## src/rtl/mult_div_unit.sv

```systemverilog
// rtl/mult_div_unit.sv - iterative signed multiply (radix-2 Booth) / divide (restoring) feeding HI/LO
// Optional unsigned multu/divu on op[1] when UNSIGNED_OPS_EN is defined.
module mult_div_unit #(
   parameter int WIDTH = 32
) (
   input  logic             clk,
   input  logic             reset,
   input  logic             start,
   input  logic [1:0]       op,
   input  logic [WIDTH-1:0] a,
   input  logic [WIDTH-1:0] b,
   output logic             busy,
   output logic             done,
   output logic [WIDTH-1:0] hi,
   output logic [WIDTH-1:0] lo,
   output logic             div_zero
);

   localparam int CNT_W = $clog2(WIDTH + 1);

   typedef enum logic [1:0] {IDLE, RUN, DONE} state_t;

   state_t             state;
   logic [CNT_W-1:0]   cnt;
   logic               is_div;
   logic               uns;
   logic               a_neg;
   logic               b_neg;
   logic               b_top;
   logic               dz_pend;
   logic               qm1;
   logic [WIDTH+1:0]   acc_hi;
   logic [WIDTH-1:0]   acc_lo;
   logic [WIDTH+1:0]   mcand;

   logic               op_uns;
   logic               in_a_neg;
   logic               in_b_neg;
   logic [WIDTH-1:0]   abs_a;
   logic [WIDTH-1:0]   abs_b;

`ifdef UNSIGNED_OPS_EN
   assign op_uns = op[1];
`else
   logic unused_op1;
   assign op_uns     = 1'b0;
   assign unused_op1 = op[1];
`endif

   assign in_a_neg = ~op_uns & a[WIDTH-1];
   assign in_b_neg = ~op_uns & b[WIDTH-1];
   assign abs_a    = in_a_neg ? -a : a;
   assign abs_b    = in_b_neg ? -b : b;

   logic [WIDTH+1:0]   sum;
   logic [WIDTH:0]     shifted;
   logic [WIDTH+1:0]   trial;
   logic [WIDTH+1:0]   nxt_hi;
   logic [WIDTH-1:0]   nxt_lo;
   logic [WIDTH-1:0]   res_hi;
   logic [WIDTH-1:0]   res_lo;

   always_comb begin
      sum = acc_hi;
      case ({acc_lo[0], qm1})
         2'b01:   sum = acc_hi + mcand;
         2'b10:   sum = acc_hi - mcand;
         default: sum = acc_hi;
      endcase
      shifted = {acc_hi[WIDTH-1:0], acc_lo[WIDTH-1]};
      trial   = {1'b0, shifted} - mcand;

      if (is_div) begin
         if (!trial[WIDTH+1]) begin
            nxt_hi = trial;
            nxt_lo = {acc_lo[WIDTH-2:0], 1'b1};
         end else begin
            nxt_hi = {1'b0, shifted};
            nxt_lo = {acc_lo[WIDTH-2:0], 1'b0};
         end
         res_lo = (a_neg ^ b_neg) ? -nxt_lo : nxt_lo;
         res_hi = a_neg ? -nxt_hi[WIDTH-1:0] : nxt_hi[WIDTH-1:0];
      end else begin
         nxt_hi = {sum[WIDTH+1], sum[WIDTH+1:1]};
         nxt_lo = {sum[0], acc_lo[WIDTH-1:1]};
         res_lo = nxt_lo;
         // Booth treats b as signed; an unsigned b with its MSB set needs a<<WIDTH added back.
         res_hi = nxt_hi[WIDTH-1:0] + ((uns && b_top) ? mcand[WIDTH-1:0] : '0);
      end
   end

   always_ff @(posedge clk or negedge reset) begin
      if (!reset) begin
         state    <= IDLE;
         cnt      <= '0;
         is_div   <= 1'b0;
         uns      <= 1'b0;
         a_neg    <= 1'b0;
         b_neg    <= 1'b0;
         b_top    <= 1'b0;
         dz_pend  <= 1'b0;
         qm1      <= 1'b0;
         acc_hi   <= '0;
         acc_lo   <= '0;
         mcand    <= '0;
         busy     <= 1'b0;
         done     <= 1'b0;
         hi       <= '0;
         lo       <= '0;
         div_zero <= 1'b0;
      end else begin
         case (state)
            IDLE: begin
               done <= 1'b0;
               if (start) begin
                  state    <= RUN;
                  busy     <= 1'b1;
                  div_zero <= 1'b0;
                  is_div   <= op[0];
                  uns      <= op_uns;
                  a_neg    <= in_a_neg;
                  b_neg    <= in_b_neg;
                  b_top    <= b[WIDTH-1];
                  qm1      <= 1'b0;
                  acc_hi   <= '0;
                  cnt      <= CNT_W'(WIDTH);
                  dz_pend  <= 1'b0;
                  if (op[0]) begin
                     acc_lo <= abs_a;
                     mcand  <= {2'b00, abs_b};
                     // Divide-by-zero skips the iterations but still spends one busy cycle.
                     if (b == '0) begin
                        dz_pend <= 1'b1;
                        cnt     <= CNT_W'(1);
                     end
                  end else begin
                     acc_lo <= b;
                     mcand  <= op_uns ? {2'b00, a} : {{2{a[WIDTH-1]}}, a};
                  end
               end
            end
            RUN: begin
               if (!dz_pend) begin
                  acc_hi <= nxt_hi;
                  acc_lo <= nxt_lo;
                  qm1    <= acc_lo[0];
               end
               cnt <= cnt - CNT_W'(1);
               if (cnt == CNT_W'(1)) begin
                  state   <= DONE;
                  done    <= 1'b1;
                  dz_pend <= 1'b0;
                  if (dz_pend) begin
                     div_zero <= 1'b1;
                  end else begin
                     hi <= res_hi;
                     lo <= res_lo;
                  end
               end
            end
            DONE: begin
               done  <= 1'b0;
               busy  <= 1'b0;
               state <= IDLE;
            end
            default: begin
               state <= IDLE;
               busy  <= 1'b0;
               done  <= 1'b0;
            end
         endcase
      end
   end

endmodule

```

## config.mk

```make
export PLATFORM = sky130hd
export DESIGN_NAME = mult_div_unit
export DESIGN_NICKNAME = d
export VERILOG_FILES = /design/src/rtl/mult_div_unit.sv
export SDC_FILE = /design/constraint.sdc
export NUM_CORES = 1
export LEC_CHECK = 0
export BUFFER_PORTS_ARGS = -buffer_cell sky130_fd_sc_hd__buf_2
export CAP_MARGIN = 20
export CORE_MARGIN = 5
export CORE_UTILIZATION = 62
export CTS_BUF_LIST = sky130_fd_sc_hd__clkbuf_16
export DETAILED_ROUTE_END_ITERATION = 10
export PLACE_DENSITY = 0.78
export SLEW_MARGIN = 20
export SYNTH_ARGS = -nofsm -noshare
export SYNTH_HDL_FRONTEND = slang
export SYNTH_SLANG_ARGS = --single-unit
```

## constraint.sdc

```tcl
create_clock -name clk -period 8.23 [get_ports clk]
set_clock_uncertainty 0.15 [all_clocks]
set_input_delay 1.2345 -clock clk [delete_from_list [all_inputs] [get_ports clk]]
set_output_delay 1.2345 -clock clk [all_outputs]
set_load 0.02 [all_outputs]
```

==> out/results.tsv <==
stage	metric	value	unit
critical_path	reg2reg setup slack	1.29	ns
critical_path	CP startpoint kind	flop	
yosys	flops & latches, synth	179	
global_routing	number of global-route vias before repair	16400	
critical_path	CP Data Required Time	8.42	ns
placement	Inst Count DP	2617	
cells_and_area	most frequent cells in the layout	nand2_1 (302), o21ai_0 (230), a21oi_1 (224)	
drt	number of remaining DRC errors	0	
global_routing	initial antenna violation count	5	
drt	per-cell routed wire length	21.3	um
clocking	# resized after CTS	0	
yosys	yosys warns	0	
critical_path	worst r2r path cells	19	
cells_and_area	Fillers	2355	
global_routing	Overall Global Routing Usage	36.2	%
timing	final worst path period share	84.3	%
cells_and_area	fraction of layout cells with a size suffix above 1	9.53	%
timing	RSZ-0062 raised after global routing	false	
floorplan	die area	0.0306	mm^2
floorplan	Initial Util	62.6	%
drt	Vias	17500	
critical_path	critical path fanouts, max	9	
critical_path	crit end category	flop	
cells_and_area	Layout Nets	2440	
clocking	CTS tree	yes	
global_routing	first-pass GRT wire length	88700	um
clocking	H-tree depth	4	
cells_and_area	leading cell type in the layout, fill and taps excluded	nand2_1	
timing	Peak Freq	144	MHz
placement	detailed placement HPWL	42100	um
clocking	Root Driver	clkbuf_16	
timing	Tmin final	6.94	ns
drt	TritonRoute pass-1 iters	6	
critical_path	Crit path arrival time	7.13	ns
clocking	number of post-CTS setup repair buffers	0	
timing	fin. max-slew vios	0	
timing	Worst slew margin	27.0	%
global_routing	gr ovfl total	0	
timing	Worst-Margin Slew	1.09	ns
cells_and_area	Final Util	67.7	%
yosys	Main synth FF type	dfrtp_1	
hold_path	worst hold start	hi[1]	
cells_and_area	Area Growth Syn to Fin	8.08	%
clocking	clk_lat worst skew	0.46	ns
yosys	mapped cell area	0.0168	mm^2
yosys	Synth Net Count	2407	
placement	RePlAce Congestion	0.997	
clocking	clock sink total	179	
timing	Hold WS	0.325	ns
yosys	Post-synth ARST share	100	%
cells_and_area	Finished Layout Cells	2650	
floorplan	Die H	175	um
clocking	CTS buffer count	17	
floorplan	die width	175	um
critical_path	Setup crit end	hi[30]	
clocking	CTS Buffer Depth	2	
clocking	hold buffer count at cts	0	
yosys	cells after synthesis	2262	
critical_path	reg2reg end	hi[30]	
floorplan	num rows	60	
timing	endpoints failing hold	0	
timing	setup TNS	0	ns
yosys	Avg Cell Area, Syn	7.44	um^2
drt	via/cell ratio	6.62	
critical_path	Reg2Reg Launch Point	mcand[14]	
critical_path	Crit Path Class	reg -> reg	
floorplan	io pins	136	
drt	Total Routed Length	56400	um
drt	DR iter-0 viols	1796	
critical_path	Critical Path Start	mcand[14]	
yosys	distinct cell type count after synthesis	83	
run_status	status	complete, no violations	
global_routing	largest net degree at the start of global routing	128	
yosys	register area share after synthesis	26.6	%
drt	Post-DRT Antenna Nets	0	
job	Max Cap Viol	0	
placement	Port Buffer Count	134	
yosys	Post-synth EDFFs	0	
clocking	Clk pin slew, worst setup/hold paths	0.08	ns
timing	# setup viols final	0	
floorplan	core box area	0.0269	mm^2
hold_path	Worst Hold Class	reg -> reg	
-- metrics by stage --
step	worst slack, ns	cell area (um^2)
after floorplan	2.19	16800
after global placement	1.61	17600
after detailed placement	1.56	17600
after CTS	1.52	18200
after global routing	1.04	18200
final	1.29	18200
-- flip-flops by register name, indices dropped and copies added, names as in the netlist, 2 cells and up --
| name | count |
|---|---|
| acc_hi | 34 |
| acc_lo | 32 |
| cnt | 6 |
| hi | 32 |
| lo | 32 |
| mcand | 33 |
| state | 2 |
-- layout make-up --
type / count / area [um^2] / area share [%]
timing repair buffer: 152 / 817 / 4.49
tap: 341 / 427 / 2.34
antenna: 1 / 2.50 / 0.0138
clock inverter: 15 / 196 / 1.08
sequential: 179 / 4480 / 24.6
clock buffer: 17 / 425 / 2.34
inverter: 74 / 278 / 1.53
multi-input combinational: 1871 / 11600 / 63.6
-- routing by layer --
layer,GRT usage (%),up-vias,part of all wire [%]
li1,-,8225,-
met1,47.1,8231,40
met2,57.8,890,45
met3,6.08,189,8.6
met4,19.4,8,6.2
met5,0,-,0.071
-- logic make-up after synthesis --
logic type | synth area share, %
AND/OR/NAND/NOR | 21.4
buffers and inverters | 4.86
XOR/XNOR | 9.36
flip-flops | 26.6
adder cells (fa/ha/maj) | 5.74
multiplexers | 3.73
AO/OA/AOI/OAI | 28.3
-- worst max-delay path: stages, from the launching register on --
cell and delay, ns:
dfrtp_1 0.43, inv_1 0.12, ha_1 0.40, a211o_1 0.30, a21oi_1 0.29, nand2_1 0.17
o21ai_0 0.62, or3_1 0.21, o211a_2 0.28, mux2i_1 0.33, ha_1 0.27, inv_1 0.07
a2111oi_0 0.69, nand4bb_1 0.27, or4_1 0.51, or3_1 0.38, o41ai_2 0.10, or4b_4 0.58
or3_1 0.34, o311a_1 0.31
-- synthesized netlist by cell type (40+ instances only) --
master | count | share of area (%)
mux2i_1 | 47 | 2.8
a21o_1 | 40 | 1.8
nand2_1 | 303 | 6.8
inv_1 | 72 | 1.6
clkbuf_1 | 115 | 2.6
nor2_1 | 199 | 4.4
xnor2_1 | 69 | 3.6
ha_1 | 74 | 5.5
xor2_1 | 111 | 5.8
o21ai_0 | 230 | 6.8
dfrtp_1 | 179 | 27
a21oi_1 | 224 | 6.7
nor3_1 | 48 | 1.4
-- worst min-delay path by stage --
stage                     cells past startpoint  slack (ns)     end
after CTS                                     1        0.33   hi[2]
after detailed placement                      1        0.31   hi[8]
after global routing                          1        0.36   hi[1]
after floorplan                               1        0.30  cnt[4]
after global placement                        1        0.31   hi[1]
final                                         1        0.33   hi[1]
Power is left out: the tool's default activity adds up to more than one toggle a clock period on the data nets, which glitch-free logic cannot reach.
